<file path="src/rtl/matrix_pkg.sv">
// Shared types and constants for the 3x3 window sequencing controller.
// Counter width and window pipeline depth are fixed here for all users.
package matrix_pkg;

  localparam int CNT_W   = 12;
  localparam int WIN_LAT = 2;

  typedef logic [CNT_W-1:0] cnt_t;

  typedef enum logic [1:0] {
    WAIT_FRAME = 2'd0,
    PRIME      = 2'd1,
    RUN        = 2'd2,
    RESYNC     = 2'd3
  } state_t;

  typedef struct packed {
    logic vld;
    cnt_t x;
    cnt_t y;
  } win_stage_t;

endpackage

</file>
<file path="src/rtl/sync_edge_det.sv">
// Sync start detector: pulses on the cycle a sync input enters its
// active level, using one registered copy of the previous level.
module sync_edge_det #(
  parameter bit POL = 1'b1
) (
  input  logic clk,
  input  logic rst,
  input  logic sig,
  output logic start
);

  logic act;
  logic act_q;

  assign act = (sig == POL);

  always_ff @(posedge clk or posedge rst) begin
    if (rst) begin
      act_q <= 1'b0;
    end else begin
      act_q <= act;
    end
  end

  assign start = act & ~act_q;

endmodule

</file>
<file path="src/rtl/matrix_win_ctrl.sv">
// Line-buffer sequencing for a 3x3 window: tracks pixel position,
// drives FIFO/shift enables, flags valid windows, recovers from bad sync.
module matrix_win_ctrl
  import matrix_pkg::*;
#(
  parameter int IMG_WIDTH  = 1920,
  parameter int IMG_HEIGHT = 1080,
  parameter int VS_POL     = 1,
  parameter int HS_POL     = 1
) (
  input  logic        video_clk,
  input  logic        rst,
  input  logic        video_vs,
  input  logic        video_hs,
  input  logic        video_de,
  output logic        fifo_wr_en,
  output logic        fifo_rd_en,
  output logic        fifo_flush,
  output logic        shift_en,
  output logic        win_valid,
  output logic [11:0] win_x,
  output logic [11:0] win_y,
  output logic        frame_done,
  output logic        line_err,
  output logic        frame_err
);

  localparam cnt_t X_LAST = CNT_W'(IMG_WIDTH - 1);
  localparam cnt_t Y_LAST = CNT_W'(IMG_HEIGHT - 1);
  localparam cnt_t ONE    = CNT_W'(1);
  localparam cnt_t TWO    = CNT_W'(2);

  state_t     state;
  state_t     state_nxt;
  cnt_t       x_cnt;
  cnt_t       y_cnt;
  cnt_t       x_nxt;
  cnt_t       y_nxt;
  win_stage_t s1;

  logic vs_start;
  logic hs_start;
  logic active;
  logic accept;
  logic x_wrap;
  logic last_px;
  logic l_err;
  logic f_err;
  logic done_nxt;

  sync_edge_det #(
    .POL (VS_POL != 0)
  ) u_vs_det (
    .clk   (video_clk),
    .rst   (rst),
    .sig   (video_vs),
    .start (vs_start)
  );

  sync_edge_det #(
    .POL (HS_POL != 0)
  ) u_hs_det (
    .clk   (video_clk),
    .rst   (rst),
    .sig   (video_hs),
    .start (hs_start)
  );

  assign active  = (state == PRIME) || (state == RUN);
  assign accept  = active && video_de;
  assign x_wrap  = (x_cnt == X_LAST);
  assign last_px = accept && x_wrap && (y_cnt == Y_LAST);

  assign l_err = active && hs_start && (x_cnt != '0);

  // A vs_start landing on the last pixel is the next frame, not an error
  assign f_err = active && vs_start && !last_px
              && ((x_cnt != '0) || (y_cnt != '0));

  assign done_nxt = last_px && !l_err;

  always_comb begin
    state_nxt = state;
    x_nxt     = x_cnt;
    y_nxt     = y_cnt;
    unique case (state)
      WAIT_FRAME: begin
        if (vs_start) begin
          state_nxt = PRIME;
        end
      end
      PRIME, RUN: begin
        if (l_err || f_err) begin
          state_nxt = RESYNC;
          x_nxt     = '0;
          y_nxt     = '0;
        end else if (last_px) begin
          state_nxt = vs_start ? PRIME : WAIT_FRAME;
          x_nxt     = '0;
          y_nxt     = '0;
        end else if (accept) begin
          if (x_wrap) begin
            x_nxt = '0;
            y_nxt = y_cnt + ONE;
            if ((state == PRIME) && (y_cnt == ONE)) begin
              state_nxt = RUN;
            end
          end else begin
            x_nxt = x_cnt + ONE;
          end
        end
      end
      RESYNC: begin
        state_nxt = WAIT_FRAME;
      end
    endcase
  end

  always_ff @(posedge video_clk or posedge rst) begin
    if (rst) begin
      state      <= WAIT_FRAME;
      x_cnt      <= '0;
      y_cnt      <= '0;
      frame_done <= 1'b0;
      line_err   <= 1'b0;
      frame_err  <= 1'b0;
    end else begin
      state      <= state_nxt;
      x_cnt      <= x_nxt;
      y_cnt      <= y_nxt;
      frame_done <= done_nxt;
      line_err   <= l_err;
      frame_err  <= f_err;
    end
  end

  assign fifo_wr_en = accept && (y_cnt < Y_LAST);
  assign fifo_rd_en = accept && (y_cnt != '0);
  assign shift_en   = accept;
  assign fifo_flush = (state == RESYNC);

  // Two-stage window tag pipeline, matching the line-buffer datapath delay
  always_ff @(posedge video_clk or posedge rst) begin
    if (rst) begin
      s1        <= '0;
      win_valid <= 1'b0;
      win_x     <= '0;
      win_y     <= '0;
    end else begin
      s1.vld <= accept;
      if (accept) begin
        s1.x <= x_cnt;
        s1.y <= y_cnt;
      end
      win_valid <= s1.vld && (s1.x >= TWO) && (s1.y >= TWO);
      if (s1.vld) begin
        win_x <= s1.x - ONE;
        win_y <= s1.y - ONE;
      end
    end
  end

endmodule

</file>
<file path="config.mk">
export PLATFORM = sky130hd
export DESIGN_NAME = matrix_win_ctrl
export DESIGN_NICKNAME = d
export VERILOG_FILES = /design/src/rtl/matrix_pkg.sv /design/src/rtl/sync_edge_det.sv /design/src/rtl/matrix_win_ctrl.sv
export SDC_FILE = /design/constraint.sdc
export NUM_CORES = 1
export LEC_CHECK = 0
export ABC_AREA = 1
export BUFFER_PORTS_ARGS = -buffer_cell sky130_fd_sc_hd__buf_2
export CORE_ASPECT_RATIO = 2
export CORE_MARGIN = 3
export CORE_UTILIZATION = 45
export CTS_BUF_LIST = sky130_fd_sc_hd__clkbuf_8
export CTS_CLUSTER_DIAMETER = 40
export DETAILED_ROUTE_END_ITERATION = 12
export MAX_ROUTING_LAYER = met4
export REMOVE_ABC_BUFFERS = 1
export SYNTH_ARGS = -nofsm -noshare
export SYNTH_HDL_FRONTEND = slang
export SYNTH_SLANG_ARGS = --single-unit
</file>
<file path="constraint.sdc">
create_clock -name video_clk -period 3.5 [get_ports video_clk]
set_input_delay 0.525 -clock video_clk [delete_from_list [all_inputs] [get_ports video_clk]]
set_output_delay 0.525 -clock video_clk [all_outputs]
set_load 0.005 [all_outputs]
</file>
# After elaboration in Yosys (flattened, before gate mapping)
# Cells that the tools add are included.
# W data, S select, Z words.
[totals]
reg_bits = 81
input_bits = 5
out_inout_bits = 32
elab_cells = 79
[classes]
n_addsub = 4
magnitude_cmp = 3
n_eq_ne = 10
mux = 16
n_bitwise = 4
reduce_logical = 28
[op_table]
columns = ["op", "n"]
rows = [
  ["$mux W12", 8],
  ["$add A12 B1 Y12 const B", 2],
  ["$eq A12 B11 Y1 const B", 2],
  ["$ge A12 B2 Y1 const B", 2],
  ["$reduce_bool A12 Y1", 2],
  ["$sub A12 B1 Y12 const B", 2],
  ["$logic_and A1 B1 Y1", 14],
  ["$eq A12 B1 Y1 const B", 1],
  ["$lt A12 B11 Y1 const B", 1],
  ["$mux W2", 6],
  ["$ne A4 B4 Y1 const B", 3],
  ["$pmux W2 S3", 1],
  ["$reduce_bool A3 Y1", 2],
  ["$eq A2 B2 Y1 const B", 2],
  ["$reduce_and A4 Y1", 1],
  ["$logic_or A1 B1 Y1", 3],
  ["$reduce_and A3 Y1", 1],
  ["$and A1 B1 Y1", 2],
  ["$eq A2 B1 Y1 const B", 1],
  ["$logic_not A1 Y1", 2],
  ["$logic_not A2 Y1", 1],
  ["$ne A2 B2 Y1 const B", 1],
  ["$not A1 Y1", 2],
  ["$reduce_and A2 Y1", 1],
  ["other kinds (2)", 2],
]

# Longest topological paths before layout
# Gate-level depths: netlist (run 1).
[depth]
word_depth = 11
depth_mapped = 13
ltp_nobuf = 12

# By module
# A second synthesis (run 1) with hierarchy kept.
[unflattened]
hier_cells = 573
hier_area_um2 = 4501.8
[modules_own_cells]
columns = ["module", "n_inst", "cells_per_inst", "area_per_inst_um2", "seq_area_each_um2"]
rows = [
  ["matrix_win_ctrl", 1, 565, 4424.2, 1976.9],
  ["sync_edge_det", 2, 4, 38.8, 25.0],
]

# Worst setup path before layout (run 1)
# No wires, ideal clock.
[synth_timing]
kind = "flip-flop to output port"
from = "register state[0]"
to = "output port fifo_wr_en"
t_arrival_ns = 1.599
required_ns = 2.975
setup_slack_ns = 1.376
path_stages_with_launch = 9
n_path_buf = 2
cell_sequence = "dfrtp_1 > inv_1 > ha_1 > nand2_1 > buf_2 > buf_1 > nor2_1 > o311ai_0 > inv_1"
[synth_via]
elab_chain_len = 4
[synth_lines]
columns = ["item", "line_no", "source"]
rows = [
  ["start, declared", "matrix_win_ctrl.sv:33", "state_t state;"],
  ["start signal, assigned", "matrix_win_ctrl.sv:128", "state <= state_nxt;"],
  ["$eq A2 B1 Y1 or $eq A2 B2 Y1 (tied branches)", "matrix_win_ctrl.sv:69", "assign active = (state == PRIME) || (state == RUN);"],
  ["$logic_or A1 B1 Y1 *", "matrix_win_ctrl.sv:69", ""],
  ["$logic_and A1 B1 Y1 *", "matrix_win_ctrl.sv:70", "assign accept = active && video_de;"],
  ["$logic_and A1 B1 Y1 *", "matrix_win_ctrl.sv:137", "assign fifo_wr_en = accept && (y_cnt < Y_LAST);"],
  ["end, declared", "matrix_win_ctrl.sv:16", "output logic fifo_wr_en,"],
]
# Mark *: on every way between the ends. The rest lies on a longest branch, timed or not.

# Worst setup path after layout (run 1)
# Same ends and word-level chain as after synthesis.

==> metrics.md, run 1 <==
| Metric | Value |
|---|---|
| Status | complete, no violations |
| CP top delay family | buffers and inverters |
| CP max FO | 25 |
| Worst-margin pin slew | 0.801 ns |
| CP max stage cell | dfrtp_1 |
| Final setup fails | 0 |
| H-tree depth | 3 |
| Die X | approximately 76 um |
| Worst reg-to-reg setup slack | 1.23 ns |
| Core ar. | roughly 9400 um^2 |
| CTS max path bufs | 2 |
| Total clock sinks | between 80 and 90 |
| Vias per inst | between 5 and 6 |
| DR vias | around 3700 |
| Hold-fix buffers, CTS | 0 |
| CTS tree | done |
| Grt met2 use | 0.325 |
| Nature of the critical path endpoint | output pin |
| Post-synth EDFFs | 0 |
| Slew Limit Fails | 0 |
| Peak supply drop | ~0.47 mV |
| RSZ-0062 raised after global routing | no |
| GRT busiest layer | met2 |
| Most used cell, CP | inv_1 |
| YS warnings | 0 |
| Routed len/inst | between 10 and 15 um |
| CTS buffer count | 9 |
| Routing usage on met1 | 0.240 |
| Met3 Use GR | 0.0394 |
| MaxCap Viol Count | 0 |
| Relative slew slack | 0.466 |
| Sw Ratio | 0.428 |
| CP Depth | 8 |
| Routability cong. | about 0.88 |
| Layout cell share with drive strength beyond 1 | 0.123 |
| Dpl cells | 716 |
| Most used flip-flop cell after synthesis | dfrtp_1 |
| Setup TNS | 0 ns |
| Fin Clk Skew | between 0.006 and 0.007 ns |
| Synth cell types | 34 |
| CP arrival | ~2.2 ns |
| DR pass1 iterations | 5 |
| Worst Path Buf+Inv | 4 |
| Crit-path cells | inv_1 > ha_1 > nand2_1 > buf_4 > nor2_1 > o311ai_0 > inv_1 > buf_2 |
| Residual DRC | 0 |
| Ys async rst share | 1.00 |
| Clock power frac | 0.192 |
| Tcrit/Tclk final | 0.777 |
| Die area | approximately 11000 um^2 |
| Post-route insts no fill | around 730 |
| Detailed router's first-iteration violation count | a little under 200 |
| FF+latch count, synth | between 80 and 90 |
| HPWL after DPL | between 7000 and 8000 um |
| Pin count of the biggest net entering global routing | 47 |
| Post-CTS Setup Repair Bufs | 0 |
| Number of I/O port buffers | 36 |
| Drt total wl | 9920 um |
| Worst hold slack | 0.293 ns |
| Root Driver | clkbuf_8 |
| Clock Latency Late Sink | between 0.3 and 0.4 ns |
| Sw power | between 1.5 and 2 mW |
| Seq/Total Area, Yosys | 0.462 |
| Hold depth | 1 |
| Leak Pwr | roughly 2.5 nW |
| Global-route wire length before repair | 16900 um |
| Critical path startpoint category | flip-flop |
| # diodes | 0 |
| Initial antenna violation count | 0 |
| FMAX | roughly 370 MHz |
| Power Density | between 700 and 800 nW/um^2 |
| Final core occ | 0.517 |
| Crit path required time | ~3 ns |
| Vias in the first global route | 3577 |
| Commonest cells after routing, fill and taps aside | 119 x nand2_1, 81 x dfrtp_1, 80 x nor2_1 |
| GRT overflow | 0 |
| CP peak stage delay | between 0.4 and 0.5 ns |
| Syn-to-layout area delta | 11.4% |
| Clock-pin slew on the worst setup and hold paths | approximately 0.080 ns |
| Hold Path Class | primary input to flip-flop |
| Final hold violations | 0 |
| Final Critical Period | roughly 2.7 ns |
| Boundary Pins | 37 |
| Commonest non-fill, non-tap cell in the layout | nand2_1 |
| Post-CTS Resized | 0 |
| GRT Total Usage | 0.202 |
| Crit Path Category | flip-flop to output pin |
| ANT nets after route | 0 |
| Worst r2r path cells | 8 |
| Gate power share | 0.430 |
| Total power draw | approximately 3.7 mW |
| Post-Synthesis Cells | around 560 |
| Die Height | around 150 um |
| Cell Int Power | around 2.1 mW |
| Seq pwr share | 0.378 |
| Post-synthesis area per instance | 7.82 um^2 |
| Initial core utilization | 0.465 |
| Synth Cell Area | ~4400 um^2 |
| Rows | 50 |
| Fin nets | 615 |
-- synth_stat cells (2+ instances only) --
cell type / n / area (um^2)
o21ai_0: 43 / 215
nor3b_1: 2 / 15.0
buf_6: 4 / 45.0
or2_2: 2 / 12.5
ha_1: 13 / 163
buf_1: 3 / 11.3
a21oi_1: 14 / 70.1
nand4_1: 8 / 50.1
nor2_4: 2 / 22.5
nand3_1: 51 / 255
buf_2: 2 / 10.0
nor4_1: 3 / 18.8
clkbuf_1: 8 / 30.0
nor2_1: 80 / 300
a31oi_1: 5 / 31.3
xor2_1: 21 / 184
inv_2: 5 / 18.8
inv_1: 56 / 210
nand3b_1: 3 / 22.5
nand3_2: 2 / 20.0
nand2_1: 119 / 447
nor3_1: 16 / 80.1
o21ai_1: 8 / 40.0
dfrtp_1: 81 / 2030
-- logic make-up after synthesis --
| family | after synthesis | share of synthesized area |
|---|---|---|
| buf+inv | 79 | 0.0761 |
| compound gates | 74 | 0.0881 |
| xor+xnor | 22 | 0.0439 |
| flops | 81 | 0.462 |
| fa+ha+maj | 13 | 0.0371 |
| simple gates | 292 | 0.293 |
-- path summary, 6_finish.rpt --
path | startpoint | end
max | state[0] | fifo_wr_en
min | video_vs | u_vs_det.act_q
max reg2reg | state[0] | y_cnt[10]
min reg2reg | win_y[10] | win_y[10]
max in group asynchronous | rst | y_cnt[9]
min in group asynchronous | rst | win_y[2]
-- worst register-to-register path, cell delays in order, from the launching register on --
cell     delay (ns)
dfrtp_1        0.41
inv_1          0.09
ha_1           0.33
nand2_1        0.21
buf_4          0.28
nor4_1         0.63
nor2_1         0.09
nand3_1        0.09
nand2_1        0.05
-- state kept, by name, summed over array words and instances (netlist names) --
register and count:
win_y 12, frame_done 1, s1 25, u_hs_det.act_q 1
y_cnt 12, win_valid 1, frame_err 1, state 2
x_cnt 12, u_vs_det.act_q 1, line_err 1, win_x 12
-- power by group through the flow --
stage,registers (mW),clock network [mW],logic [mW]
floorplan,1.40,0,1.08
global placement,1.39,0,1.56
detailed placement,1.40,0,1.59
CTS,1.38,0.729,1.59
global route,1.42,0.777,1.83
finish,1.38,0.705,1.57
-- layer usage --
metal,wire length (um),vias up
met5,0,-
met4,306,0
met3,264,21
met2,5160,71
met1,4180,1750
li1,-,1886
-- stage by stage --
stage               area, um^2  setup WS, ns
floorplan                 4290         0.844
global placement          4680          1.26
detailed placement        4680          1.16
CTS                       4890         0.760
global route              4890         0.550
finish                    4890         0.780
-- cell type report --
type | instances | area, um^2
Timing Repair Buffer | 42 | 225
Inverter | 62 | 239
Tap cell | 130 | 163
Clock buffer | 11 | 151
Sequential cell | 81 | 2030
Clock inverter | 5 | 55.1
Multi-Input combinational cell | 401 | 2030
Fill cell | 978 | 4560
No activity file was read; power rests on OpenSTA's default activity.
==> inputs of run 2 (changes only) <==
- clock period: 3.5 -> 2.8 ns (I/O delays scaled with it)
==> run 2 against run 1 <==
Final area rose by 0.77%; global-route usage fell by 0.089 points; worst hold slack got worse by 0.18 ns; die area did not move; core utilization rose by 0.40 points; register-to-register slack got worse by 0.74 ns; critical endpoint unchanged.
==> metrics.md, run 2 (synthesis gave the netlist of run 1 again) <==
| Metric | Value |
|---|---|
| Final WS setup | 0.291 ns (-0.490 ns) |
| Pre-CTS setup slack | 0.513 ns (-0.647 ns) |
| Post-CTS Setup Repair Bufs | 0 (unchanged) |
| CTS max path bufs | 2 (unchanged) |
| Fin nets | 614 (-0.16%) |
| CTS buffer count | 9 (unchanged) |
| Final Critical Period | about 2.5 ns |
| Reg2reg start | state[0] |
| HPWL after DPL | 7540 um (+0.60%) |
| Largest register by flop count | s1 |
| Post-route insts no fill | 731 (-0.14%) |
| Routed len/inst | 13.9 um (+2.4%) |
| CP top delay family | buffers and inverters |
| Worst-margin pin slew | 0.793 ns (-0.00730 ns) |
| Clock Latency Late Sink | 0.35 ns (about the same) |
| Vias per inst | 5.15 (+1.1%) |
| Core ar. | 9450 um^2 (unchanged) |
| Dpl cells | 715 (-0.14%) |
| H-tree depth | 3 (unchanged) |
| CP max stage cell | dfrtp_1 |
| Fin Clk Skew | 0.00353 ns (-0.00295 ns) |
| Die area | 11000 um^2 (unchanged) |
| Detailed router's first-iteration violation count | 261 (+31%) |
| Area occupied by multi-input gates | 2030 um^2 (unchanged) |
| Residual DRC | 0 (unchanged) |
| DR vias | 3765 (+0.99%) |
| Drt total wl | 10100 um (+2.3%) |
| Root Driver | clkbuf_8 |
| CP startpoint | state[0] |
| GRT Total Usage | 0.201 (-0.000895) |
| Crit Path Category | flip-flop to output pin |
| CP arrival | 2.09 ns (-0.10 ns) |
| Commonest cells after routing, fill and taps aside | 119 x nand2_1, 81 x dfrtp_1, 80 x nor2_1 |
| Critical path startpoint category | flip-flop |
| Final instance area | 4920 um^2 (+0.77%) |
| Fillers | 937 (-4.2%) |
| Syn-to-layout area delta | 12.2% |
| MaxCap Viol Count | 0 (unchanged) |
| DR pass1 iterations | 4 (-1) |
| Placement Cell Area | 4690 um^2 (+0.11%) |
| FF/Latch Area | 2030 um^2 (unchanged) |
| CP peak stage delay | 0.41 ns (about the same) |
| Nature of the critical path endpoint | output pin |
| Relative slew slack | 0.466 (+0.000579) |
| Number of I/O port buffers | 36 (unchanged) |
| RSZ-0062 raised after global routing | no |
| Pin count of the biggest net entering global routing | 49 (+4.3%) |
| Post-CTS Resized | 0 (unchanged) |
| Max reg flops | 25 (unchanged) |
| Crit-path cells | inv_1 > ha_1 > nand2_1 > buf_4 > nor2_1 > o311ai_0 > inv_1 > buf_2 |
| Worst Path Buf+Inv | 4 (unchanged) |
| FMAX | ~400 MHz |
| Die Height | 146 um (unchanged) |
| Routability cong. | 0.898 (+1.8%) |
| Worst hold slack | 0.110 ns (-0.183 ns) |
| Total clock sinks | 81 (unchanged) |
| # diodes | 0 (unchanged) |
| Tcrit/Tclk final | 0.896 |
| Most used cell, CP | inv_1 |
| Global-route wire length before repair | 16800 um (-0.77%) |
| Setup TNS | 0 ns (unchanged) |
| Hold Path Class | primary input to asynchronous set/reset pin |
| Final hold violations | 0 (unchanged) |
| GRT overflow | 0 (unchanged) |
| Status | complete, no violations |
| Initial core utilization | 0.465 (unchanged) |
| Peak supply drop | 0.786 mV (+68%) |
| Rows | 50 (unchanged) |
| Die X | 75.8 um (unchanged) |
| ANT nets after route | 0 (unchanged) |
| CP max FO | 25 (unchanged) |
| Crit path required time | 2.38 ns (-0.59 ns) |
| Initial antenna violation count | 0 (unchanged) |
| Boundary Pins | 37 (unchanged) |
| Commonest non-fill, non-tap cell in the layout | nand2_1 |
| Leak Pwr | 2.47 nW (+0.64%) |
| Final setup fails | 0 (unchanged) |
| Slew Limit Fails | 0 (unchanged) |
| Layout cell share with drive strength beyond 1 | 0.123 (+0.000205) |
| Clock-pin slew on the worst setup and hold paths | 0.08 ns (about the same) |
| Power Density | 956 nW/um^2 (+28%) |
| Vias in the first global route | 3537 (-1.1%) |
| CTS tree | done |
| Hold-fix buffers, CTS | 0 (unchanged) |
-- run 2: cell types whose count changed in the layout (fill, tap and decap cells not counted), sizes merged --
cell	change
buf	-1
bufinv	+1
clkbuf	+1
clkinvlp	-1
inv	-1
-- run 2: metal layers --
layer | vias up | GRT usage | wire (um)
li1 | 1887 | - | -
met3 | 27 | 0.0339 | 315
met1 | 1764 | 0.230 | 4140
met4 | 0 | 0.0998 | 367
met2 | 87 | 0.328 | 5320
met5 | - | - | 0
-- run 2: through the flow --
step | utilization | power, mW
finish | 0.521 | 4.71
global route | 0.521 | 5.14
CTS | 0.521 | 4.78
detailed placement | 0.496 | 3.76
global placement | 0.496 | 3.72
floorplan | - | 3.10
-- run 2: cell type report --
cell class                 count  area share
clock inverter                 4      0.0150
timing repair buffer          41      0.0467
clock buffer                  12      0.0335
sequential                    81       0.412
inverter                      62      0.0485
tap                          130      0.0330
multi-input combinational    401       0.412
-- run 2: final timing paths --
kind / end / slack [ns] / cells past startpoint
worst max-delay path: fifo_wr_en / 0.29 / 8
max in group asynchronous: x_cnt[6] / 2.05 / 3
min in group video_clk: u_hs_det.act_q / 0.18 / 1
worst max register to register: y_cnt[10] / 0.49 / 8
worst min-delay path: win_y[4] / 0.11 / 2
worst min register to register: win_x[4] / 0.48 / 2
-- run 2: power breakdown --
group,total (mW),internal [mW],switching (mW)
Clock,1.00,0.575,0.425
Combinational,1.98,0.679,1.30
Sequential,1.73,1.49,0.245
-- run 2: worst reg2reg max path: cells and delay by family, from the launching register on --
| kind | cells | cell delay, ns |
|---|---|---|
| adders and majority gates | 1 | 0.33 |
| DFF | 1 | 0.41 |
| and+or+nand+nor | 5 | 1.13 |
| buffers and inverters | 2 | 0.33 |
==> inputs of run 3 (changes only) <==
- CTS_CLUSTER_DIAMETER: 40 -> 100
- PLACE_DENSITY: unset -> 0.65
- clock period: 2.8 -> 2.2 ns (I/O delays scaled with it)
==> run 3 against run 2 <==
Non-clock buffer count grew 9; flip-flop and latch count is the same; largest cell class is now multi-input combinational cells; sequential power grew 27%; core utilization grew 0.62 points; critical path type unchanged; critical path depth shrank 1.
==> metrics.md, run 3 (synthesis gave the netlist of run 1 again) <==
| Metric | Value |
|---|---|
| Routed len/inst | 13.6 um (-2.2%) |
| Die area | 11000 um^2 (unchanged) |
| Hold-fix buffers, CTS | 0 (unchanged) |
| Max reg flops | 25 (unchanged) |
| Worst r2r path cells | 10 (+2) |
| Dpl cells | 724 (+1.3%) |
| Relative slew slack | 0.723 (+0.256) |
| MaxCap Viol Count | 0 (unchanged) |
| Clock Latency Late Sink | 0.35 ns (about the same) |
| GRT busiest layer | met2 |
| FMAX | 482 MHz |
| Final WS setup | 0.127 ns (-0.164 ns) |
| Met3 Use GR | 0.0270 (-0.00692) |
| Detailed router's first-iteration violation count | 172 (-34%) |
| Crit Path Category | flip-flop to output pin |
| CP arrival | 1.74 ns (-0.35 ns) |
| Initial antenna violation count | 0 (unchanged) |
| Fillers | 953 (+1.7%) |
| Slew Limit Fails | 0 (unchanged) |
| Peak supply drop | 0.636 mV (-19%) |
| Layout cell share with drive strength beyond 1 | 0.144 (+0.0211) |
| Syn-to-layout area delta | 13.6% |
| GRT overflow | 0 (unchanged) |
| Largest register by flop count | s1 |
| Worst-margin pin slew | 0.416 ns (-0.377 ns) |
| Vias per inst | 5.08 (-1.3%) |
| Root Driver | clkbuf_8 |
| Final core occ | 0.528 (+0.00622) |
| Final Critical Period | roughly 2.1 ns |
| Die Height | 146 um (unchanged) |
| Initial core utilization | 0.465 (unchanged) |
| Status | complete, no violations |
| DR pass1 iterations | 4 (unchanged) |
| CTS tree | done |
| Final hold violations | 0 (unchanged) |
| Hold Path Class | primary input to asynchronous set/reset pin |
| Pin count of the biggest net entering global routing | 82 (+67%) |
| # diodes | 0 (unchanged) |
| Pre-CTS setup slack | 0.113 ns (-0.400 ns) |
| Post-route insts no fill | 740 (+1.2%) |
| CP max FO | 8 (-68%) |
| Nature of the critical path endpoint | output pin |
| Cell Int Power | 3.37 mW (+23%) |
| Core ar. | 9450 um^2 (unchanged) |
| Fin nets | 623 (+1.5%) |
| Total clock sinks | 81 (unchanged) |
| RSZ-0062 raised after global routing | no |
| Vias in the first global route | 3696 (+4.5%) |
| Residual DRC | 0 (unchanged) |
| Clock power frac | 0.184 (-0.029) |
| ANT nets after route | 0 (unchanged) |
| DR vias | 3762 (-0.080%) |
| Routability cong. | 0.916 (+2.0%) |
| H-tree depth | 3 (unchanged) |
| Crit path required time | 1.87 ns (-0.51 ns) |
| Power Density | 1180 nW/um^2 (+24%) |
| Critical path startpoint category | flip-flop |
| Global-route wire length before repair | 17000 um (+1.1%) |
| Leak Pwr | 2.49 nW (+0.97%) |
| Post-CTS Setup Repair Bufs | 0 (unchanged) |
| Commonest non-fill, non-tap cell in the layout | nand2_1 |
| HPWL after DPL | 7450 um (-1.1%) |
| GRT Total Usage | 0.201 (-0.000753) |
| Final setup fails | 0 (unchanged) |
| Clock-pin slew on the worst setup and hold paths | 0.08 ns (about the same) |
| Seq pwr share | 0.373 (+0.005) |
| CTS buffer count | 9 (unchanged) |
| Gate power share | 0.443 (+0.023) |
| CTS max path bufs | 2 (unchanged) |
| Rows | 50 (unchanged) |
| Fin Clk Skew | 0.00878 ns (+0.00526 ns) |
| Tcrit/Tclk final | 0.942 |
| Die X | 75.8 um (unchanged) |
| Number of I/O port buffers | 36 (unchanged) |
| Sw Ratio | 0.429 (+0.0110) |
| Drt total wl | 10000 um (-1.0%) |
| Routing usage on met1 | 0.229 (-0.000647) |
| Sw power | 2.53 mW (+29%) |
| Grt met2 use | 0.339 (+0.0116) |
| Commonest cells after routing, fill and taps aside | 117 x nand2_1, 80 x dfrtp_1, 79 x nor2_1 |
| Boundary Pins | 37 (unchanged) |
## run 3: metal layers
metal  routed length [um]  vias to the layer above
li1                     -                     1898
met1                 4060                     1764
met2                 5390                       76
met3                  280                       24
met4                  309                        0
met5                    0                        -
## run 3: final timing paths
check / end / startpoint / slack [ns]
max in group asynchronous: x_cnt[0] / rst / 1.80
worst min-delay path: win_y[3] / rst / 0.06
worst min register to register: win_x[10] / win_x[10] / 0.48
worst max register to register: x_cnt[9] / y_cnt[0] / 0.25
min in group video_clk: u_vs_det.act_q / video_vs / 0.10
worst max-delay path: fifo_wr_en / state[1] / 0.13
## run 3: critical path: stages (launching register included)
cell and delay [ns]:
dfrtp_1 0.40, inv_1 0.08, ha_2 0.38, nand2_4 0.12, nor2_4 0.14, o311ai_1 0.12
inv_1 0.06, buf_2 0.10
## run 3: per-stage QoR
stage	setup TNS (ns)	power, mW	hold slack (ns)	instance area (um^2)
final	0	5.89	0.0628	4980
after CTS	0	5.90	0.0651	4960
after detailed placement	0	4.79	0.455	4750
after global placement	0	4.73	0.454	4750
after global routing	0	6.48	0.0801	4980
after floorplan	-25.69	3.95	0.361	4290
## run 3: layout make-up
class                      instances  area (um^2)  area share
clock inverter                     6         58.8      0.0118
timing repair buffer              50          298      0.0598
sequential                        81         2030       0.407
clock buffer                      10          138      0.0276
tap                              130          163      0.0326
multi-input combinational        401         2060       0.413
inverter                          62          241      0.0485
## run 3: what timing repair did
action,in CTS,in global routing
endpoints found under the hold margin,0,0
endpoints found under the setup margin,1,23
resized for setup,3,8
pin swaps,0,1
## run 3: power by group through the flow
stage | registers, mW | clock network, mW | logic (mW)
2_1_floorplan | 2.22 | 0 | 1.73
4_1_cts | 2.20 | 1.12 | 2.58
6_report | 2.20 | 1.08 | 2.61
5_1_grt | 2.26 | 1.19 | 3.02
3_5_place_dp | 2.23 | 0 | 2.56
3_3_place_gp | 2.21 | 0 | 2.52
